$ cat config.mk
export PLATFORM = sky130hd
export DESIGN_NAME = shiftrows_pipe
export DESIGN_NICKNAME = d
export VERILOG_FILES = /design/src/rtl/rijndael_pkg.sv /design/src/rtl/rows_permute.sv /design/src/rtl/shiftrows_pipe.sv
export SDC_FILE = /design/constraint.sdc
export NUM_CORES = 1
export LEC_CHECK = 0
export BUFFER_PORTS_ARGS = -buffer_cell sky130_fd_sc_hd__buf_2
export CAP_MARGIN = 20
export CORE_MARGIN = 2
export CORE_UTILIZATION = 50
export CTS_CLUSTER_SIZE = 12
export DETAILED_ROUTE_END_ITERATION = 10
export HOLD_SLACK_MARGIN = 0.1
export PLACE_DENSITY = 0.83
export SLEW_MARGIN = 20
export SYNTH_ARGS = -nofsm -noshare
export SYNTH_HDL_FRONTEND = slang
export SYNTH_SLANG_ARGS = --single-unit
$ cat constraint.sdc
create_clock -name clk -period 1.5 [get_ports clk]
set_clock_uncertainty 0.15 [all_clocks]
set_input_delay 0 -clock clk [delete_from_list [all_inputs] [get_ports clk]]
set_output_delay 0 -clock clk [all_outputs]
set_load 0.005 [all_outputs]
$ cat src/rtl/rijndael_pkg.sv
// rtl/rijndael_pkg.sv - shared Rijndael state layout helpers and skid-buffer state type
package rijndael_pkg;

    localparam int BYTE_W = 8;

    typedef enum logic [1:0] {
        ST_EMPTY = 2'd0,
        ST_ONE   = 2'd1,
        ST_FULL  = 2'd2
    } skid_state_e;

    // Row offsets: wide blocks (NB = 8) skip offset 2 on the lower two rows
    function automatic int shift_amt(input int nb, input int r);
        if (nb == 8 && r >= 2) begin
            return r + 1;
        end
        return r;
    endfunction

    function automatic bit nb_legal(input int nb);
        return (nb == 4) || (nb == 6) || (nb == 8);
    endfunction

    function automatic int idx(input int r, input int c);
        return 32 * c + BYTE_W * r;
    endfunction

endpackage

$ cat src/rtl/rows_permute.sv
// rtl/rows_permute.sv - combinational ShiftRows / InvShiftRows byte permutation
module rows_permute #(
    parameter int NB = 4
) (
    input  logic [32*NB-1:0] state_i,
    input  logic             inv_i,
    output logic [32*NB-1:0] state_o
);
    import rijndael_pkg::*;

    // Source columns are elaboration-time constants, so each byte is a 2:1 mux
    for (genvar r = 0; r < 4; r++) begin : g_row
        for (genvar c = 0; c < NB; c++) begin : g_col
            localparam int SH      = shift_amt(NB, r);
            localparam int FWD_SRC = (c + SH) % NB;
            localparam int INV_SRC = (c + NB - SH) % NB;

            assign state_o[idx(r, c) +: BYTE_W] = inv_i ? state_i[idx(r, INV_SRC) +: BYTE_W]
                                                        : state_i[idx(r, FWD_SRC) +: BYTE_W];
        end
    end

endmodule

$ cat src/rtl/shiftrows_pipe.sv
// rtl/shiftrows_pipe.sv - registered ShiftRows stage with 2-entry skid buffer and tag sideband
module shiftrows_pipe #(
    parameter int NB    = 4,
    parameter int TAG_W = 8
) (
    input  logic               clk,
    input  logic               rst,
    input  logic               in_valid,
    output logic               in_ready,
    input  logic               in_inv,
    input  logic [32*NB-1:0]   in_state,
    input  logic [TAG_W-1:0]   in_tag,
    output logic               out_valid,
    input  logic               out_ready,
    output logic [32*NB-1:0]   out_state,
    output logic [TAG_W-1:0]   out_tag
);
    import rijndael_pkg::*;

    if (!nb_legal(NB)) begin : g_bad_nb
        $error("shiftrows_pipe: NB must be 4, 6 or 8");
    end
    if (TAG_W < 1) begin : g_bad_tag
        $error("shiftrows_pipe: TAG_W must be at least 1");
    end

    localparam int SW = 32 * NB;

    logic [SW-1:0]    perm;
    skid_state_e      state_q, state_d;
    logic [SW-1:0]    m_state_q, m_state_d;
    logic [TAG_W-1:0] m_tag_q, m_tag_d;
    logic [SW-1:0]    s_state_q, s_state_d;
    logic [TAG_W-1:0] s_tag_q, s_tag_d;
    logic             acc;
    logic             pop;

    // Direction is consumed here, so only the permuted block is stored
    rows_permute #(.NB(NB)) u_rows_permute (
        .state_i (in_state),
        .inv_i   (in_inv),
        .state_o (perm)
    );

    // Ready depends only on the registered skid occupancy (and reset)
    assign in_ready  = !rst && (state_q != ST_FULL);
    assign out_valid = (state_q != ST_EMPTY);
    assign out_state = m_state_q;
    assign out_tag   = m_tag_q;
    assign acc       = in_valid && in_ready;
    assign pop       = out_valid && out_ready;

    always_comb begin
        state_d   = state_q;
        m_state_d = m_state_q;
        m_tag_d   = m_tag_q;
        s_state_d = s_state_q;
        s_tag_d   = s_tag_q;
        case (state_q)
            ST_EMPTY: begin
                if (acc) begin
                    state_d   = ST_ONE;
                    m_state_d = perm;
                    m_tag_d   = in_tag;
                end
            end
            ST_ONE: begin
                if (acc && pop) begin
                    m_state_d = perm;
                    m_tag_d   = in_tag;
                end else if (acc) begin
                    state_d   = ST_FULL;
                    s_state_d = perm;
                    s_tag_d   = in_tag;
                end else if (pop) begin
                    state_d = ST_EMPTY;
                end
            end
            ST_FULL: begin
                if (pop) begin
                    state_d   = ST_ONE;
                    m_state_d = s_state_q;
                    m_tag_d   = s_tag_q;
                    s_state_d = '0;
                    s_tag_d   = '0;
                end
            end
            default: begin
                state_d = ST_EMPTY;
            end
        endcase
    end

    always_ff @(posedge clk) begin
        if (rst) begin
            state_q   <= ST_EMPTY;
            m_state_q <= '0;
            m_tag_q   <= '0;
            s_state_q <= '0;
            s_tag_q   <= '0;
        end else begin
            state_q   <= state_d;
            m_state_q <= m_state_d;
            m_tag_q   <= m_tag_d;
            s_state_q <= s_state_d;
            s_tag_q   <= s_tag_d;
        end
    end

endmodule

* Yosys cells after proc, flatten, opt, wreduce, memory -nomap -nowiden
Index checks and enable logic that the tools add are counted.
Operators by class: equality and inequality tests 9, mux-type cells 28, reduce and logical (&&, ||, !) cells 12
Operator list (number):
- $mux 128 | 5
- $pmux 128 s3 | 1
- $pmux 128 s2 | 1
- $mux 8 | 13
- $pmux 8 s3 | 1
- $pmux 8 s2 | 1
- $ne 2x2->1 const B | 6
- $reduce_and 4->1 | 3
- $mux 2 | 5
- $pmux 2 s3 | 1
- $logic_and 1x1->1 | 4
- $reduce_bool 2->1 | 2
- $ne 3x3->1 const B | 1
- $reduce_bool 3->1 | 1
- $eq 2x1->1 const B | 1
- $eq 2x2->1 const B | 1
- $logic_not 2->1 | 1
- $logic_not 1->1 | 1
Storage, ports and cells: register bits 274, input bits 141, logic and storage cells 54

* Depth between registers and ports, before layout
Gate-level depths: netlist of run 1.
word-level depth 6, gate-level depth with buffers 7, mapped depth without buffers 3

* Cells and area by module
Synthesis of run 1 repeated with hierarchy kept, for this count alone.
Unflattened totals: cell total of the unflattened synthesis 1442, area, all modules 14625.3 um^2
Modules (own cells, without submodules):
- shiftrows_pipe | instances 1, cells an instance 1307, area each 13067.5 um^2
- rows_permute | instances 1, cells an instance 135, area each 1557.7 um^2

* Worst setup path after synthesis of run 1
No wires, ideal clock.
path type reg-to-reg, start point register state_q[1], end point register m_state_q[104] (netlist: out_state[104]), library setup time 72 ps, arrival time 1385 ps, data required time 1278 ps, slack -106 ps, cell stages (with the launch flop) 8, buffers on the path 4, path through dfxtp_1 buf_2 and3b_1 buf_6 a31oi_4 buf_12 buf_12 mux2i_1
Between the ends: longest elaborated chain between the ends 6
RTL lines:
- start, declared | RTL line shiftrows_pipe.sv:30 | skid_state_e state_q, state_d;
- start signal, assigned | RTL line shiftrows_pipe.sv:102 | state_q <= state_d;
- $ne 2x2->1 | RTL line shiftrows_pipe.sv:46 | assign in_ready = !rst && (state_q != ST_FULL);
- $logic_and 1x1->1 | RTL line shiftrows_pipe.sv:46
- $logic_and 1x1->1 | RTL line shiftrows_pipe.sv:50 | assign acc = in_valid && in_ready;
- $logic_and 1x1->1 | RTL line shiftrows_pipe.sv:68 | if (acc && pop) begin
- $ne 2x2->1 (no line)
- $reduce_and 4->1 (no line)
- end signal, assigned | RTL line shiftrows_pipe.sv:103 | m_state_q <= m_state_d;
- end, declared | RTL line shiftrows_pipe.sv:31 | logic [SW-1:0] m_state_q, m_state_d;
Parallel ways exist; a longest one is shown, timed or not. A chain may end at the register's enable or synchronous reset.

* Worst setup path in the final report of run 1
start point register state_q[0], end point register m_state_q[3] (netlist: out_state[3])
Same word-level chain as after synthesis.

==> impl_metrics.toml, run 1 <==
[sta]
rsz0062_at_grt = "true"
max_freq_mhz = 527
finalSetupViolCount = 275
worst_slack_ns = -0.397
final-hold-violation-count = 29
tightest_slew_ns = 0.623
max_slew_margin = 0.573
final.min_clock_period_ns = 1.90
worst_hold_slack_ns = -0.163
drv_slew = 0
finalCritPeriodShare = 1.26

[clock_tree]
clockRootBuffer = "clkbuf_16"
cts_tree = "yes"
cts_buffer_depth = 3
clock-sinks = 274
clk-insertion-delay-late_ns = 0.56
path_clk_slew_ns = 0.06
htreeDepth = 1
numCtsBuffers = 29

[yosys]
synth_area_per_cell_um2 = 9.76
synthTopCellsByCount = "dfxtp_1, mux2i_1, a21oi_1"
synth.largest_area_cell = "dfxtp_1"
synthDistinctLibCells = 32
synth.most_common_cell = "dfxtp_1"
yosysSeqAreaShare = 0.391
synth_edf_count = 0
syn_inst = 1438
synthTopCellsByArea = "dfxtp_1, mux2i_1, o211ai_1"
syn_nets = 1579
ys.flop_type = "dfxtp_1"
synth_top_area_frac = 0.391
synth_warnings = 0
ys_async_sr_fraction = 0
syn_area_um2 = 14000
ys_ff_latch = 274

[layout]
drive_gt1_frac = 0.328
area_delta_synth_final_pct = 45.9
layout.nets = 2012
final-instance-count-excl-fill = 2266
final_util = 0.739
stdcell_area_um2 = 20500
num-fill-cells = 1678

[placement]
gp_congestion = 0.857
place_area_um2 = 16200
dp_hpwl_um = 27900
dp_cells = 1995
portBuffers = 278

[outcome]
outcome = "complete, but fails checks"
violations = "negative hold slack, negative setup slack"

[routing]
viasPerCell = 6.59
drtAntennaViolNets = 0
wire_per_inst_um = 25.0
first_pass_iters = 5
drc = 0
vias = 14900
totalWireLength_um = 56600
dr.first_iter.drc_count = 1871

[worst_setup_path]
cp-end-kind = "flop"
worstPathRequired_ns = 1.75
path_max_fanout = 40
path_class = "flop to flop"
arrival_ns = 2.15
cp-start-kind = "flop"
r2r-start = "state_q[0]$_SDFFE_PP0P_"
worstSetupStartpoint = "state_q[0]$_SDFFE_PP0P_"

[global_route]
antenna_found_initial = 2
grt_usage = 0.329
grt_pass1_wl_um = 76500
globalRouteOverflowTotal = 0
grt_start_max_net_pins = 98
first_global_vias = 13900

[pwr]
power_density_nw_per_um2 = 901
ir_drop_v = 0.000795
p_leak_nw = 8.50

[floorplan]
initial_core_util = 0.506
fp.dieW_um = 172
die_area_um2 = 29400
ios = 279
die_h_um = 172
rows = 61
core_um2 = 27700

[min_path]
hold_path_class = "primary input to flop"
min_from = "rst"

[flow_run]
cap_violations = 0
==> registers in the layout, summed over array words and instances, names as in the netlist <==
name and flops:
out_state 128, s_state_q 128, out_tag 8, s_tag_q 8, state_q 2
==> layout make-up <==
cell class	count	area (um2)	share of cell area
Timing Repair Buffer	601	5400	0.264
Tap cell	378	473	0.0231
Multi-Input combinational cell	964	8250	0.403
Clock buffer	40	807	0.0394
Antenna cell	1	2.50	0.000122
Inverter	1	3.75	0.000183
Sequential cell	274	5490	0.268
Clock inverter	7	37.5	0.00183
==> cells by family (layout without fill, tap and decap cells) <==
kind of cell | Yosys count | after routing | share of synthesized area
compound gates | 485 | 485 | 0.248
simple gates | 278 | 278 | 0.137
flops | 274 | 274 | 0.391
mux | 201 | 201 | 0.143
buf+inv | 200 | 649 | 0.0804
other cells | 0 | 1 | 0
==> path summary, 6_finish.rpt <==
| kind | end | slack, ns | cells past startpoint |
|---|---|---|---|
| worst max-delay path | out_state[3]$_SDFFE_PP0P_ | -0.40 | 5 |
| worst min-delay path | s_state_q[67]$_SDFFE_PP0P_ | -0.16 | 3 |
| worst max register to register | out_state[3]$_SDFFE_PP0P_ | -0.40 | 5 |
| worst min register to register | out_state[78]$_SDFFE_PP0P_ | 0.32 | 2 |
==> metal layers <==
layer	vias to the layer above	part of all wire	global-route usage
met2	1165	0.48	0.574
met4	2	0.069	0.177
met5	-	0.00016	0
met3	323	0.098	0.0743
met1	7059	0.35	0.373
li1	6379	-	-
==> critical path, stage by stage (launching register included) <==
cell and delay [ns]:
dfxtp_4 0.35, buf_6 0.12, and3b_2 0.27, buf_12 0.21
a311oi_2 0.51, a211oi_2 0.12
==> timing repair <==
item	CTS	global route
gates resized for setup	61	140
endpoints found under the setup margin	273	276
pin swaps	4	28
hold endpoints to repair	274	107
setup buffers	13	4
hold buffers	173	18
cloned	7	9
==> cell usage in the layout, fill, tap and decap left out, types with 3 or more instances in the layout <==
cell type      instances
buf_2                275
dfxtp_1              272
dlygate4sd3_1        188
mux2i_1              184
o211ai_1             136
a21oi_1               98
nand3b_1              72
nor3b_1               64
a211o_1               64
nand2b_1              64
a211oi_2              59
buf_12                59
or3_1                 56
buf_4                 46
a311oi_1              45
a21oi_2               39
clkbuf_16             36
a311oi_2              25
mux2i_2               15
buf_6                 14
a211oi_1              13
or3_4                  8
clkbuf_1               7
clkinv_2               6
buf_8                  5
clkbuf_8               4
buf_16                 4
bufbuf_16              3
==> metrics by stage <==
stage	setup WS (ns)	power [W]	setup TNS (ns)
2_1_floorplan	-0.0806	0.00951	-4.84
3_3_place_gp	-0.119	0.0106	-19.46
3_5_place_dp	-0.209	0.0106	-30.22
4_1_cts	-0.285	0.0177	-55.14
5_1_grt	-0.421	0.0189	-77.67
6_report	-0.397	0.0184	-60.77
==> report_power, final <==
part           total (W)  switching [W]  internal [W]
Combinational    0.00382        0.00193       0.00188
Clock            0.00676        0.00305       0.00371
Sequential       0.00787       0.000256       0.00761
Power figures use the tool's default switching activity.
==> run 2: changes to the inputs <==
- CORE_UTILIZATION: 50 -> 55
- PLACE_DENSITY: 0.83 -> 0.87
- clock period: 1.5 -> 2.15 ns (I/O delays scaled with it)
==> impl_metrics.toml, run 2 (same netlist as run 1, synthesis figures left out) <==
[routing]
viasPerCell = 6.48
totalWireLength_um = 47200
drc = 0
first_pass_iters = 6
dr.first_iter.drc_count = 1681
wire_per_inst_um = 22.1
drtAntennaViolNets = 0
vias = 13800

[worst_setup_path]
max_stage_delay_ns = 0.61
crit_path_top_delay_cell = "dlygate4sd3_1"
path_cells = "dlygate4sd3_1, buf_8, buf_12, mux2i_1, dlygate4sd3_1, or3_1, a21oi_1"
worstPathRequired_ns = 2.45
r2r-start = "state_q[0]$_SDFFE_PP0P_"
reg2reg_depth = 5
worstReg2RegEnd = "s_state_q[112]$_SDFFE_PP0P_"
r2r_setup_slack_ns = 0.12
path_common_cell = "dlygate4sd3_1"
cp-end-kind = "flop"
path_max_fanout = 24
arrival_ns = 2.42
cp-start-kind = "primary input"
path_class = "primary input to flop"

[global_route]
gr-usage-met1 = 0.402
globalRouteOverflowTotal = 0
grt-busiest-layer = "met2"
grt_usage = 0.328
use_met3 = 0.0598
grt_pass1_wl_um = 71100
first_global_vias = 13300
antenna_found_initial = 1
grt_start_max_net_pins = 136
use_met2 = 0.543

[sta]
max_freq_mhz = 471
finalCritPeriodShare = 0.987
drv_slew = 0
final.min_clock_period_ns = 2.12
worst_hold_slack_ns = 0.156
finalSetupViolCount = 0
tightest_slew_ns = 0.607
max_slew_margin = 0.595
final-hold-violation-count = 0

[pwr]
pwr-share-seq = 0.445
ir_drop_v = 0.000474
internal_power_w = 0.00903
p_comb_frac = 0.168
switching_share = 0.266
p_leak_nw = 7.71
p_switching_w = 0.00327
power.total_w = 0.0123
power_density_nw_per_um2 = 676
p_clk_frac = 0.387

[floorplan]
fp.dieW_um = 164
ios = 279
initial_core_util = 0.559
rows = 58
die_h_um = 164
core_um2 = 25100
die_area_um2 = 26800

[layout]
layout.nets = 1920
layout_common_cells = "buf_2, dfxtp_1, mux2i_1, dlygate4sd3_1, a21oi_1"
drive_gt1_frac = 0.208
area_delta_synth_final_pct = 29.7
num-fill-cells = 1690
final_common_cell = "buf_2"
seq_area_um2 = 5490
multiInputGateArea_um2 = 7460
final_util = 0.725

[clock_tree]
clockRootBuffer = "clkbuf_16"
htreeDepth = 1
numCtsBuffers = 29
cts_buffer_depth = 3
path_clk_slew_ns = 0.06
cts_tree = "yes"
clk-insertion-delay-late_ns = 0.53
clock-sinks = 274

[placement]
gp_congestion = 0.811
portBuffers = 278
dp_hpwl_um = 24800

[outcome]
outcome = "finished clean"

[min_path]
min_from = "in_state[86]"
hold_path_depth = 4
whs_endpoint = "s_state_q[22]$_SDFFE_PP0P_"
hold_path_class = "primary input to flop"

[flow_run]
cap_violations = 0
-- run 2: cell types whose count changed in the layout (fill, tap and decap cells not counted), moves of 27 or more --
| cell | delta |
|---|---|
| a311oi_1 | +27 |
| buf_12 | -41 |
| a21oi_1 | +39 |
| a21oi_2 | -39 |
| buf_4 | -29 |
| a211oi_1 | +60 |
| a211oi_2 | -59 |
-- run 2: what timing repair did --
item | in CTS | in global routing
hold buffers | 189 | 0
hold endpoints to repair | 274 | 0
gates resized for setup | 0 | 6
endpoints found under the setup margin | 0 | 23
setup buffers | 0 | 1
-- run 2: through the flow --
stage	area, um2	worst slack [ns]	setup TNS, ns	cells
2_1_floorplan	14000	0.544	0	1438
3_3_place_gp	15300	0.338	0	1884
3_5_place_dp	15300	0.198	0	1884
4_1_cts	18100	0.0181	0	2121
5_1_grt	18200	-0.00307	-0.00307	2127
6_report	18200	0.0280	0	2129
-- run 2: how the worst max path moves through the flow --
| stage | startpoint | endpoint | slack, ns | depth (start not counted) |
|---|---|---|---|---|
| 6_report | in_inv | s_state_q[120]$_SDFFE_PP0P_ | 0.03 | 7 |
| 5_1_grt | state_q[0]$_SDFFE_PP0P_ | s_state_q[112]$_SDFFE_PP0P_ | -0.003 | 5 |
| 4_1_cts | state_q[1]$_SDFFE_PP0P_ | s_state_q[68]$_SDFFE_PP0P_ | 0.02 | 5 |
| 3_5_place_dp | state_q[1]$_SDFFE_PP0P_ | out_state[6]$_SDFFE_PP0P_ | 0.20 | 5 |
| 3_3_place_gp | state_q[1]$_SDFFE_PP0P_ | out_state[5]$_SDFFE_PP0P_ | 0.34 | 5 |
| 2_1_floorplan | state_q[1]$_SDFFE_PP0P_ | out_state[104]$_SDFFE_PP0P_ | 0.54 | 7 |
-- run 2: power by group through the flow --
stage	registers (W)	clock network, W	logic [W]
3_3_place_gp	0.00556	0	0.00163
6_report	0.00548	0.00476	0.00207
4_1_cts	0.00546	0.00479	0.00195
2_1_floorplan	0.00555	0	0.00107
3_5_place_dp	0.00557	0	0.00167
5_1_grt	0.00549	0.00502	0.00220
-- run 2: per-layer routing --
metal	wire, um	up-vias	part of all wire
li1	-	6200	-
met1	17800	6560	0.38
met2	22300	844	0.47
met3	4150	182	0.088
met4	2830	0	0.060
met5	0	-	0
-- run 2: final cells by class --
class,count,area share
antenna,3,0.000413
clock buffer,42,0.0448
clock inverter,6,0.00316
inverter,1,0.000206
multi-input combinational,964,0.410
sequential,274,0.302
tap,330,0.0227
timing repair buffer,509,0.217
-- run 2: critical path, delay by kind of cell --
| kind | cells | cell delay [ns] |
|---|---|---|
| buffers and inverters | 4 | 1.67 |
| AO/OA/AOI/OAI | 1 | 0.23 |
| AND/OR/NAND/NOR | 1 | 0.39 |
| multiplexers | 1 | 0.09 |
==> run 3: changes to the inputs <==
- PLACE_DENSITY: 0.87 -> 0.86
- SETUP_SLACK_MARGIN: default -> 0.4
- SYNTH_HIERARCHICAL: default -> 1
==> impl_metrics.toml, run 3 <==
[routing]
dr.first_iter.drc_count = 2932
first_pass_iters = 9
totalWireLength_um = 71200
drtAntennaViolNets = 0
vias = 16200
wire_per_inst_um = 33.3
viasPerCell = 7.59
drc = 0

[yosys]
synthDistinctLibCells = 29
synth_edf_count = 0
syn_area_um2 = 14600
yosysSeqAreaShare = 0.375
synth.largest_area_cell = "dfxtp_1"
ys_ff_latch = 274
synth_area_per_cell_um2 = 10.1
syn_nets = 1583
synthTopCellsByCount = "dfxtp_1, a21oi_1, mux2i_1"
syn_inst = 1442
synth.most_common_cell = "dfxtp_1"
ys_async_sr_fraction = 0
synth_warnings = 6
synthTopCellsByArea = "dfxtp_1, mux2i_1, a311oi_1"
ys.flop_type = "dfxtp_1"
synth_top_area_frac = 0.375

[clock_tree]
path_clk_slew_ns = 0.07
clk-insertion-delay-late_ns = 0.56
htreeDepth = 1
clockRootBuffer = "clkbuf_16"
cts_buffer_depth = 3
numCtsBuffers = 29
cts_tree = "yes"
clock-sinks = 274

[layout]
final_common_cell = "buf_2"
drive_gt1_frac = 0.363
num-fill-cells = 1399
area_delta_synth_final_pct = 39.6
layout.nets = 1922
final_util = 0.784
stdcell_area_um2 = 20400
layout_common_cells = "buf_2, dfxtp_1, dlygate4sd3_1, nand3b_1, o211ai_1"

[sta]
max_slew_margin = -0.0825
final-hold-violation-count = 0
worst_slack_ns = -0.898
rsz0062_at_grt = "true"
tightest_slew_ns = 1.61
drv_slew = 2
max_freq_mhz = 328
finalSetupViolCount = 5
setup_tns_ns = -1.46
finalCritPeriodShare = 1.42
final.min_clock_period_ns = 3.05

[worst_setup_path]
max_stage_delay_ns = 1.26
cp-end-kind = "flop"
crit_path_top_delay_cell = "a211oi_1"
path_max_fanout = 31
worstPathRequired_ns = 2.33
path_class = "flop to flop"
arrival_ns = 3.23
cp.buffers_inverters = 3
cp-start-kind = "flop"
crit_family = "compound AO/OA/AOI/OAI gates"
path_cells = "buf_6, buf_4, and3b_4, a31o_4, buf_12, a211oi_1"

[global_route]
antenna_found_initial = 6
gr-usage-met1 = 0.446
globalRouteOverflowTotal = 0
grt_start_max_net_pins = 239
grt_pass1_wl_um = 84700
use_met3 = 0.114
first_global_vias = 14700
use_met2 = 0.605
grt-busiest-layer = "met2"
grt_usage = 0.379

[pwr]
ir_drop_v = 0.000599
p_leak_nw = 8.50
power.total_w = 0.0136
power_density_nw_per_um2 = 667

[outcome]
outcome = "complete, but fails checks"
violations = "max-capacitance violations, max-slew violations, negative setup slack"

[placement]
gp_congestion = 0.820
dp_hpwl_um = 26200
place_area_um2 = 15500
portBuffers = 278
place_ws_ns = 0.133

[floorplan]
rows = 59
core_um2 = 26100
initial_core_util = 0.561
die_h_um = 167
die_area_um2 = 27900
ios = 279
fp.dieW_um = 167

[flow_run]
cap_violations = 1

[min_path]
hold_path_class = "primary input to flop"
## run 3: cell count changes in the layout (fill, tap and decap cells not counted), sizes merged, moves of 54 or more
cell	delta
a211oi	+64
a211o	-64
a311oi	+64
nand2b	-64
nor3b	-64
or3	-64
mux2	+64
buf	+54
nand3b	+64
mux2i	-64
## run 3: metal layers
layer / wire length (um) / part of all wire / vias up
met2: 29700 / 0.42 / 1777
met5: 104 / 0.0015 / -
met3: 11000 / 0.15 / 650
met1: 22900 / 0.32 / 7530
li1: - / - / 6272
met4: 7470 / 0.10 / 4
## run 3: power breakdown
| group | leakage [nW] | switching (W) | internal [W] |
|---|---|---|---|
| clock network | 0.442 | 0.00224 | 0.00281 |
| registers | 2.24 | 0.000207 | 0.00533 |
| logic | 5.82 | 0.00165 | 0.00138 |
| total | 8.50 | 0.00409 | 0.00952 |
## run 3: kinds of logic (layout without fill, tap and decap cells)
logic type	count (synthesis)	after routing	synth area share
AND/OR/NAND/NOR	149	149	0.0761
AO/OA/AOI/OAI	548	549	0.283
buffers and inverters	270	626	0.107
flip-flops	274	274	0.375
multiplexers	201	201	0.158
other	0	5	0
## run 3: cell type report
class	count	area, um2	area share
Sequential cell	274	5490	0.269
Antenna cell	5	12.5	0.000613
Clock buffer	41	801	0.0392
Multi-Input combinational cell	899	8380	0.410
Tap cell	335	419	0.0205
Clock inverter	8	93.8	0.00460
Timing Repair Buffer	577	5220	0.256
## run 3: per-stage QoR
stage	instances	hold slack [ns]
2_1_floorplan	1442	-0.0772
3_3_place_gp	1826	0.0803
3_5_place_dp	1826	0.0980
4_1_cts	2085	-0.463
5_1_grt	2138	0.151
6_report	2139	0.129
## run 3: path summary, 6_finish.rpt
check | startpoint | end | slack (ns) | cells after the start
max | state_q[1]$_SDFFE_PP0P_ | out_state[45]$_SDFFE_PP0P_ | -0.90 | 6
min reg2reg | s_state_q[99]$_SDFFE_PP0P_ | s_state_q[99]$_SDFFE_PP0P_ | 0.34 | 2
min | in_state[64] | s_state_q[64]$_SDFFE_PP0P_ | 0.13 | 4
max reg2reg | state_q[1]$_SDFFE_PP0P_ | out_state[45]$_SDFFE_PP0P_ | -0.90 | 6
## run 3: repair_timing
action,in CTS,in global routing
endpoints found under the hold margin,274,42
setup endpoints to repair,273,264
cloned,9,31
pin swaps,4,43
setup buffers,20,17
resized for setup,67,90
hold buffers,181,1
## run 3: tightest hold or removal path, delay by kind of cell
family	cells	cell delay [ns]
AO/OA/AOI/OAI	1	0.06
AND/OR/NAND/NOR	1	0.08
buffers and inverters	2	0.65
